--- config.mk ---
export PLATFORM = sky130hd
export DESIGN_NAME = temp_bcd_conv
export DESIGN_NICKNAME = d
export VERILOG_FILES = /design/src/rtl/temp_disp_pkg.sv /design/src/rtl/bin2bcd_seq.sv /design/src/rtl/temp_bcd_conv.sv
export SDC_FILE = /design/constraint.sdc
export NUM_CORES = 1
export LEC_CHECK = 0
export ABC_AREA = 0
export CELL_PAD_IN_SITES_DETAIL_PLACEMENT = 0
export CELL_PAD_IN_SITES_GLOBAL_PLACEMENT = 1
export CORE_UTILIZATION = 46
export DETAILED_ROUTE_END_ITERATION = 10
export GPL_TIMING_DRIVEN = 0
export PLACE_DENSITY_LB_ADDON = 0.1
export SLEW_MARGIN = 20
export SYNTH_ARGS = -nofsm -noshare
export SYNTH_HDL_FRONTEND = slang
export SYNTH_SLANG_ARGS = --single-unit
--- constraint.sdc ---
create_clock -name sys_clk -period 2.3 [get_ports sys_clk]
set_clock_uncertainty 0.2 [all_clocks]
set_input_delay 0.69 -clock sys_clk [delete_from_list [all_inputs] [get_ports sys_clk]]
set_output_delay 0.69 -clock sys_clk [all_outputs]
set_load 0.01 [all_outputs]
--- src/rtl/temp_disp_pkg.sv ---
// Shared constants, FSM state type and arithmetic helpers for the
// temperature-to-BCD display path.
package temp_disp_pkg;

   localparam logic [3:0] SIGN_POS   = 4'hA;
   localparam logic [3:0] SIGN_NEG   = 4'hB;
   localparam logic [3:0] BLANK      = 4'hF;

   localparam int SCALE      = 625;
   localparam int SCALE_W    = $clog2(SCALE + 1);
   localparam int RAW_W      = 12;
   localparam int PROD_W     = 21;
   localparam int BCD_DIGITS = 7;

   typedef enum logic [0:0] {
      IDLE = 1'b0,
      CONV = 1'b1
   } conv_state_e;

   // Magnitude times 625 (0.0625 degC per LSB in units of 0.0001 degC),
   // built from the set bits of SCALE as shift-adds (512+64+32+16+1).
   function automatic logic [PROD_W-1:0] scale_mag(input logic [RAW_W-1:0] mag);
      logic [PROD_W-1:0] ext;
      logic [PROD_W-1:0] acc;
      ext = {{(PROD_W-RAW_W){1'b0}}, mag};
      acc = '0;
      for (int b = 0; b < SCALE_W; b++) begin
         if (SCALE[b]) begin
            acc = acc + (ext << b);
         end else begin
            acc = acc;
         end
      end
      return acc;
   endfunction

   // Double-dabble correction of one BCD digit ahead of a left shift.
   function automatic logic [3:0] dabble_digit(input logic [3:0] d);
      logic [3:0] r;
      if (d >= 4'd5) begin
         r = d + 4'd3;
      end else begin
         r = d;
      end
      return r;
   endfunction

endpackage

--- src/rtl/bin2bcd_seq.sv ---
// Sequential double-dabble converter: one input bit per clock.
// 'done' is high during the cycle whose rising edge performs the final
// shift; 'bcd' carries the value that shift produces, so the caller can
// register the finished result on that same edge.
module bin2bcd_seq
   import temp_disp_pkg::*;
#(
   parameter int BIN_W  = 21,
   parameter int DIGITS = 7
) (
   input  logic                  clk,
   input  logic                  rst_n,
   input  logic                  load,
   input  logic [BIN_W-1:0]      bin_in,
   output logic                  done,
   output logic [4*DIGITS-1:0]   bcd
);

   localparam int              CNT_W = $clog2(BIN_W + 1);
   localparam logic [CNT_W-1:0] LAST  = CNT_W'(BIN_W - 1);

   logic [BIN_W-1:0]    bin_r;
   logic [4*DIGITS-1:0] bcd_r;
   logic [4*DIGITS-1:0] adj_s;
   logic [CNT_W-1:0]    cnt_r;
   logic                run_r;

   // Add 3 to every digit that is 5 or more before it is shifted.
   always_comb begin
      adj_s = bcd_r;
      for (int i = 0; i < DIGITS; i++) begin
         adj_s[4*i +: 4] = dabble_digit(bcd_r[4*i +: 4]);
      end
   end

   assign done = run_r && (cnt_r == LAST);
   assign bcd  = {adj_s[4*DIGITS-2:0], bin_r[BIN_W-1]};

   // Load a fresh operand or advance the shift register by one bit.
   always_ff @(posedge clk or negedge rst_n) begin
      if (!rst_n) begin
         bin_r <= '0;
         bcd_r <= '0;
         cnt_r <= '0;
         run_r <= 1'b0;
      end else if (load) begin
         bin_r <= bin_in;
         bcd_r <= '0;
         cnt_r <= '0;
         run_r <= 1'b1;
      end else if (run_r) begin
         {bcd_r, bin_r} <= {adj_s[4*DIGITS-2:0], bin_r, 1'b0};
         cnt_r          <= cnt_r + CNT_W'(1);
         run_r          <= !done;
      end
   end

endmodule

--- src/rtl/temp_bcd_conv.sv ---
// Temperature sample to 7-segment digit codes: handshake, sign/magnitude,
// x625 scaling, sequential BCD conversion, digit selection, leading-zero
// blanking and over-temperature alarm with hysteresis.
module temp_bcd_conv
   import temp_disp_pkg::*;
#(
   parameter int                       FRAC_DIGITS = 3,
   parameter logic signed [RAW_W-1:0]  ALARM_HI    = 12'sd448,
   parameter logic [RAW_W-1:0]         ALARM_HYST  = 12'd16,
   parameter bit                       LZ_BLANK    = 1'b1
) (
   input  logic                           sys_clk,
   input  logic                           sys_rst_n,
   input  logic [15:0]                    t_data,
   input  logic                           in_valid,
   output logic                           in_ready,
   output logic [4*(4+FRAC_DIGITS)-1:0]   dis_data,
   output logic                           out_valid,
   output logic                           en
);

   // Alarm release point, one bit wider so the subtraction cannot wrap.
   localparam logic signed [RAW_W:0] ALARM_LO =
      $signed({ALARM_HI[RAW_W-1], ALARM_HI}) - $signed({1'b0, ALARM_HYST});

   localparam int FRAC_TOP = 4*(BCD_DIGITS-3) - 1;

   conv_state_e                    state_r;
   logic signed [RAW_W-1:0]        raw_r;
   logic [RAW_W-1:0]               raw_s;
   logic [RAW_W-1:0]               mag_s;
   logic [PROD_W-1:0]              prod_s;
   logic                           load_s;
   logic                           done_s;
   logic [4*BCD_DIGITS-1:0]        bcd_s;
   logic [3:0]                     hund_s;
   logic [3:0]                     tens_s;
   logic [3:0]                     ones_s;
   logic [3:0]                     hund_disp_s;
   logic [3:0]                     tens_disp_s;
   logic [3:0]                     sign_s;
   logic [4*(4+FRAC_DIGITS)-1:0]   dis_next_s;
   logic                           en_next_s;
   logic                           unused_s;

   assign raw_s  = t_data[RAW_W-1:0];
   assign load_s = in_valid && in_ready;
   assign prod_s = scale_mag(mag_s);

   // Fraction digits below FRAC_DIGITS are truncated; upper sensor bits unused.
   assign unused_s = ^{t_data[15:RAW_W], bcd_s};

   // True magnitude; -2048 maps to 2048 exactly in 12 unsigned bits.
   always_comb begin
      if (raw_s[RAW_W-1]) begin
         mag_s = ~raw_s + 12'd1;
      end else begin
         mag_s = raw_s;
      end
   end

   bin2bcd_seq #(
      .BIN_W  (PROD_W),
      .DIGITS (BCD_DIGITS)
   ) u_bin2bcd (
      .clk    (sys_clk),
      .rst_n  (sys_rst_n),
      .load   (load_s),
      .bin_in (prod_s),
      .done   (done_s),
      .bcd    (bcd_s)
   );

   assign hund_s = bcd_s[4*BCD_DIGITS-1 -: 4];
   assign tens_s = bcd_s[4*BCD_DIGITS-5 -: 4];
   assign ones_s = bcd_s[4*BCD_DIGITS-9 -: 4];

   // Leading-zero blanking of hundreds and tens; ones is always shown.
   always_comb begin
      if (LZ_BLANK && (hund_s == 4'd0)) begin
         hund_disp_s = BLANK;
         if (tens_s == 4'd0) begin
            tens_disp_s = BLANK;
         end else begin
            tens_disp_s = tens_s;
         end
      end else begin
         hund_disp_s = hund_s;
         tens_disp_s = tens_s;
      end
   end

   // Sign code from the latched sample; zero counts as positive.
   always_comb begin
      if (raw_r[RAW_W-1]) begin
         sign_s = SIGN_NEG;
      end else begin
         sign_s = SIGN_POS;
      end
   end

   assign dis_next_s = {sign_s, hund_disp_s, tens_disp_s, ones_s,
                        bcd_s[FRAC_TOP -: 4*FRAC_DIGITS]};

   // Alarm with hysteresis on the signed raw sample.
   always_comb begin
      if (raw_r >= ALARM_HI) begin
         en_next_s = 1'b1;
      end else if ($signed({raw_r[RAW_W-1], raw_r}) < ALARM_LO) begin
         en_next_s = 1'b0;
      end else begin
         en_next_s = en;
      end
   end

   // Control FSM: accept a sample, wait for the final shift, publish outputs.
   always_ff @(posedge sys_clk or negedge sys_rst_n) begin
      if (!sys_rst_n) begin
         state_r   <= IDLE;
         in_ready  <= 1'b1;
         raw_r     <= '0;
         dis_data  <= '0;
         out_valid <= 1'b0;
         en        <= 1'b0;
      end else begin
         out_valid <= 1'b0;
         case (state_r)
            IDLE: begin
               if (in_valid) begin
                  raw_r    <= raw_s;
                  in_ready <= 1'b0;
                  state_r  <= CONV;
               end
            end
            CONV: begin
               if (done_s) begin
                  dis_data  <= dis_next_s;
                  en        <= en_next_s;
                  out_valid <= 1'b1;
                  in_ready  <= 1'b1;
                  state_r   <= IDLE;
               end
            end
            default: begin
               in_ready <= 1'b1;
               state_r  <= IDLE;
            end
         endcase
      end
   end

endmodule

==> impl_results.md, run 1 <==
- Initial antenna violation count: 0
- GPL Wtd Cong: 0.814
- Netlist cell types: 50
- Worst skew pair latency: 0.34 ns
- Drt pass-1 iters: 6
- WHS: about 0.30 ns
- H-tree level count: 3
- Vias: about 4800
- Register area: 2330 um^2
- Predominant post-synthesis flop cell: dfrtp_1
- Core footprint: 13200 um^2
- Max VDD drop: 539 uV
- Die Y: 118 um
- Fin crit share: 2.02
- Maximum operating frequency: 216 MHz
- Crit end category: flip-flop
- Total CTS buffers: 9
- Vias in the first global route: 4873
- I/O pin cnt: 50
- Clock-pin slew on the worst setup and hold paths: 0.06 ns
- Most common cell after layout, fill and taps aside: dfrtp_1
- Largest net degree at the start of global routing: between 80 and 90
- Die Wd: 118 um
- 1st-iter DRT viols: 211
- Power Density: 1390 nW/um^2
- Area occupied by multi-input gates: 4150 um^2
- Synth Net Count: 736
- Root Buffer: clkbuf_16
- Ant diodes: 0
- DRC viols: 0
- PortBufs: 43
- Synthesized netlist cell count: approximately 640
- Starting Density: 0.469
- GRT Total Usage: 0.214
- P&R area growth vs syn: 32.3%
- Lkg Pwr: about 3.8 nW
- Avg WL per Cell: 15.5 um
- Critical path type: in -> reg
- Part of the Yosys area used for sequential elements: 0.376
- Filler cell count in the final layout: 1112
- TritonCTS clock tree: done
- Setup WS post-layout: -2.34 ns
- Hpwl dp: 10200 um
- Final TNS setup: -28.95 ns
- Number of warnings issued by yosys: 0
- Die area: between 10000 and 15000 um^2
- Wirelength, routed: roughly 14000 um
- Status: finished with violations
- Post-synth EDFFs: 0
- Num rows: 42
- Most frequent cells in the layout: dfrtp_1 (90), nor2_1 (62), inv_1 (46), a21oi_1 (41), buf_4 (37)
- Routed Antenna Nets: 0
- Synth area leaders: dfrtp_1 (37%), ha_1 (11%), fa_1 (6.1%), mux2i_1 (6.0%), a21oi_1 (4.4%)
- Gr ovfl total: 0
- RSZ-0062 raised after global routing: yes
- Slew Limit Fails: 0
- Avg Inst Size Synth: 9.61 um^2
- Slew @ Worst Pin: 0.675 ns
- CTS max path bufs: 2
- Failing checks: negative setup slack
- First-pass GRT wire length: 23800 um
- Nets: between 800 and 900
- Fin cells: 920
- Placed cell count: ~860
- Slew margin rel.: 0.550
- # setup viols final: 16
- Worst-path fanout max: 4
- Hold/Removal Path Class: reg -> reg
- Startpoint types: input pin
- Worst EP required: 2.32 ns
- Number of clock sinks: 93
- Minimum clock period: 4.64 ns
- Layout cells sized above 1: 0.267
- Ys async rst share: 1.00
- Synth top area share: 0.372
- Arr. time, crit path: 4.66 ns
- Reg2Reg Depth: 8
- Netlist Area Pre-Place: around 6200 um^2
- Largest area contributor in the netlist: dfrtp_1
- Endpoints failing hold: 0
- Synth Register Bits: 93
- Vias/cell: 5.23
- Max-cap viol count: 0
- Hold depth: 2
## logic make-up after synthesis
| kind of cell | share of synthesized area |
|---|---|
| AND/OR/NAND/NOR | 0.125 |
| AO/OA/AOI/OAI | 0.130 |
| flip-flops | 0.376 |
| buffers and inverters | 0.0552 |
| adder cells (fa/ha/maj) | 0.172 |
| multiplexers | 0.0962 |
| XOR/XNOR | 0.0453 |
| other | 0.000606 |
## flip-flops by register name, summed over array words and instances (netlist names)
register,count
u_bin2bcd.bcd_r,28
dis_data,26
u_bin2bcd.bin_r,21
raw_r,8
u_bin2bcd.cnt_r,5
en,1
in_ready,1
out_valid,1
state_r,1
u_bin2bcd.run_r,1
## cell usage after synthesis, types with 12 or more instances
library cell   n
nand3_1       12
xnor2_1       18
nand2_1       37
nor2_1        65
mux2i_1       37
a21oi_1       55
ha_1          54
dfrtp_1       92
clkbuf_1      20
inv_1         60
mux2_2        20
fa_1          19
o21ai_0       36
xor2_1        14
## timing repair
| item | 4_1_cts | 5_1_grt |
|---|---|---|
| cloned | 0 | 0 |
| hold endpoints to repair | 12 | 0 |
| setup buffers | 24 | 17 |
| resized for setup | 82 | 61 |
| setup endpoints to repair | 79 | 51 |
| hold buffers | 1 | 0 |
| pin swaps | 36 | 43 |
## worst paths after layout
check                                       to                start  slack [ns]
min reg2reg                 u_bin2bcd.bin_r[0]   u_bin2bcd.bin_r[0]        0.30
max                        u_bin2bcd.bin_r[20]            t_data[2]       -2.34
max in group asynchronous             in_ready            sys_rst_n        0.71
min                         u_bin2bcd.bin_r[0]   u_bin2bcd.bin_r[0]        0.30
max reg2reg                       dis_data[22]  u_bin2bcd.bcd_r[24]        0.12
min in group asynchronous          dis_data[5]            sys_rst_n        0.53
## report_power, final
group	switching (mW)	leakage, nW	total (mW)	internal, mW
logic	3.42	2.54	6.90	3.48
registers	0.545	1.13	2.91	2.36
clock network	0.615	0.154	1.60	0.986
total	4.58	3.83	11.4	6.83
## layer usage
metal | share of wire | track usage | up-vias
met3 | 0.017 | 0.0349 | 19
met4 | 0.015 | 0.0649 | 0
met5 | 0 | 0 | -
met1 | 0.45 | 0.269 | 2344
li1 | - | - | 2388
met2 | 0.52 | 0.374 | 59
## final cells by class
class	instances	area share
inverters	60	0.0283
clock buffers	13	0.0306
clock inverters	3	0.00840
well taps	176	0.0269
flip-flops and latches	93	0.285
plain buffers	27	0.0170
multi-input cells	462	0.507
repair buffers	86	0.0972
## worst max-delay path, cell delays in order
cell     delay [ns]
buf_8          0.09
or4_4          0.53
or4_4          0.47
buf_6          0.14
nand2_4        0.07
xnor2_4        0.15
inv_2          0.08
fa_2           0.46
fa_1           0.53
inv_2          0.05
ha_4           0.24
ha_4           0.28
and3_4         0.19
nand2_2        0.06
a21oi_4        0.17
o32ai_2        0.12
xnor2_1        0.23
o21ai_1        0.10
## per-stage QoR
stage / setup slack, ns / power, mW / instance area, um^2 / utilization
finish: -2.34 / 11.4 / 8190 / 0.621
global route: -2.46 / 12.4 / 8190 / 0.621
CTS: -2.47 / 10.8 / 7860 / 0.596
detailed placement: -3.66 / 8.62 / 7130 / 0.541
global placement: -3.64 / 8.46 / 7110 / 0.539
floorplan: -2.46 / 7.12 / 6450 / -
Power figures use the tool's default switching activity.
==> run 2, diff against run 1 <==
--- a/config.mk
+++ b/config.mk
@@ -11,6 +11,7 @@
 export CORE_UTILIZATION = 46
 export DETAILED_ROUTE_END_ITERATION = 10
 export GPL_TIMING_DRIVEN = 0
+export MAX_ROUTING_LAYER = met4
 export PLACE_DENSITY_LB_ADDON = 0.1
 export SLEW_MARGIN = 20
 export SYNTH_ARGS = -nofsm -noshare
==> run 2 against run 1 <==
  * The flow still finishes with violations (negative setup slack)
  * Sequential share of layout area unchanged
  * Global-route usage up 0.69 points
  * Worst setup slack worse by 0.017 ns
  * Critical path depth unchanged
  * Wire length about the same
  * Register-to-register slack about the same
  * Core utilization unchanged
  * Clock power about the same
  * Final cell count unchanged
  * Total power about the same
  * Sequential power about the same
  * Critical path type unchanged
==> impl_results.md, run 2 (synthesis results as in run 1) <==
- RSZ-0062 raised after global routing: yes
- Largest net degree at the start of global routing: 82 (unchanged)
- Ant diodes: 0 (unchanged)
- Hpwl dp: 10200 um (unchanged)
- PortBufs: 43 (unchanged)
- Avg WL per Cell: 15.5 um (about the same)
- Die area: 13900 um^2 (unchanged)
- Lkg Pwr: 3.83 nW (unchanged)
- Slowest cell delay on critical path: 0.53 ns (about the same)
- Power Density: 1390 nW/um^2 (about the same)
- CTS max path bufs: 2 (unchanged)
- Arr. time, crit path: 4.67 ns (about the same)
- Critical path type: in -> reg
- Worst EP required: 2.32 ns (about the same)
- First-pass GRT wire length: 23800 um (+0.14%)
- 1st-iter DRT viols: 217 (+2.8%)
- Top Family by Delay on Critical Path: adder cells
- Initial antenna violation count: 0 (unchanged)
- Most common cell after layout, fill and taps aside: dfrtp_1
- Minimum clock period: 4.66 ns (+0.0172 ns)
- Area occupied by multi-input gates: 4150 um^2 (unchanged)
- Routed Antenna Nets: 0 (unchanged)
- Worst-path fanout max: 4 (unchanged)
- Worst Path Buf+Inv: 4 (unchanged)
- Setup WS post-layout: -2.36 ns (-0.0172 ns)
- Slew margin rel.: 0.555 (+0.00546)
- Largest register FFs: 28 (unchanged)
- Crit end category: flip-flop
- Die Wd: 118 um (unchanged)
- Nets: 831 (unchanged)
- CP Cell Sequence: buf_8 -> or4_4 -> or4_4 -> buf_6 -> nand2_4 -> xnor2_4 -> inv_2 -> fa_2 -> fa_1 -> inv_2 -> ha_4 -> ha_4 -> and3_4 -> nand2_2 -> a21oi_4 -> o32ai_2 -> xnor2_1 -> o21ai_1
- Filler cell count in the final layout: 1112 (unchanged)
- H-tree level count: 3 (unchanged)
- Register area: 2330 um^2 (unchanged)
- Drt pass-1 iters: 6 (unchanged)
- Util after Layout: 0.621 (unchanged)
- Post-Place Setup Slack: -3.66 ns (unchanged)
- WHS: 0.303 ns (+0.00101 ns)
- Area after DPL: 7130 um^2 (unchanged)
- Layout cells sized above 1: 0.267 (unchanged)
- Maximum operating frequency: 215 MHz (-0.37%)
- GPL Wtd Cong: 0.826 (+1.5%)
- Num rows: 42 (unchanged)
- Number of clock sinks: 93 (unchanged)
- Top Registers: u_bin2bcd.bcd_r: 28 flops, dis_data: 26 flops, u_bin2bcd.bin_r: 21 flops
- Wirelength, routed: 14200 um (about the same)
- Vias in the first global route: 4862 (-0.23%)
- Clock-pin slew on the worst setup and hold paths: 0.06 ns (about the same)
- Slew Limit Fails: 0 (unchanged)
- Biggest register: u_bin2bcd.bcd_r
- Max VDD drop: 539 uV (about the same)
- Starting Density: 0.469 (unchanged)
- Startpoint types: input pin
- Die Y: 118 um (unchanged)
- Max-cap viol count: 0 (unchanged)
- Most frequent cells in the layout: dfrtp_1 (90), nor2_1 (62), inv_1 (46), a21oi_1 (41), buf_4 (37)
- Fin crit share: 2.02 (+0.00749)
- I/O pin cnt: 50 (unchanged)
- Worst skew pair latency: 0.35 ns (about the same)
- Failing checks: negative setup slack
- Worst path slowest cell: or4_4
- P&R area growth vs syn: 32.3% (unchanged)
- TritonCTS clock tree: done
- Root Buffer: clkbuf_16
- Status: finished with violations
- Post-route cell area: 8190 um^2 (unchanged)
- Vias: 4803 (-0.15%)
- Core footprint: 13200 um^2 (unchanged)
- Endpoints failing hold: 0 (unchanged)
- DRC viols: 0 (unchanged)
- Total CTS buffers: 9 (unchanged)
- Vias/cell: 5.22 (-0.15%)
- Gr ovfl total: 0 (unchanged)
- Slew @ Worst Pin: 0.667 ns (-0.00820 ns)
- R2R Setup Slk: 0.12 ns (about the same)
- GRT Total Usage: 0.221 (+0.00686)
- Hold/Removal Path Class: reg -> reg
- Final Power: 11.4 mW (about the same)
- # setup viols final: 16 (unchanged)
==> run 2: cell counts in the layout (fill, tap and decap cells not counted) <==
No cell type changed its count.
==> run 2: final cells by class <==
cell class,count,share of cell area
Clock inverter,3,0.00840
Tap cell,176,0.0269
Timing Repair Buffer,86,0.0972
Clock buffer,13,0.0306
Multi-Input combinational cell,462,0.507
Inverter,60,0.0283
Buffer,27,0.0170
Sequential cell,93,0.285
==> run 2: worst paths after layout <==
kind | from | endpoint | cells past startpoint
hold / removal | dis_data[25] | dis_data[25] | 1
min in group asynchronous | sys_rst_n | dis_data[6] | 2
hold reg to reg | dis_data[25] | dis_data[25] | 1
max in group asynchronous | sys_rst_n | in_ready | 3
setup reg to reg | u_bin2bcd.bcd_r[24] | dis_data[22] | 8
setup / recovery | t_data[2] | u_bin2bcd.bin_r[20] | 18
==> run 2: report_power, final <==
group,total (mW),leakage [nW],switching (mW),internal (mW)
combinational,6.90,2.54,3.41,3.48
clock,1.60,0.154,0.616,0.986
sequential,2.91,1.13,0.546,2.36
==> run 2: metal layers <==
layer	track usage	vias up	routed length [um]
li1	-	2386	-
met4	0.0649	0	250
met5	-	-	0
met2	0.373	66	7330
met3	0.0349	21	245
met1	0.272	2330	6400
==> run 2: worst register-to-register path, stage by stage (launching register included) <==
cell      delay (ns)
dfrtp_2         0.45
ha_1            0.20
nand2b_4        0.14
a21oi_4         0.18
mux2i_2         0.28
and4bb_2        0.30
buf_4           0.14
nor2_1          0.08
a21oi_1         0.07
==> run 2: through the flow <==
step                      std cells  TNS [ns]
after floorplan                 644    -29.51
after global placement          863   -356.62
after detailed placement        864    -75.36
after CTS                       904    -30.56
after global routing            920    -30.78
final                           920    -28.97
==> run 2: repair_timing <==
item,4_1_cts,5_1_grt
buffers inserted,24,17
hold buffers,1,0
resized for setup,82,61
gates cloned,0,0
endpoints found under the hold margin,12,0
pin swaps,36,43
setup endpoints to repair,79,51
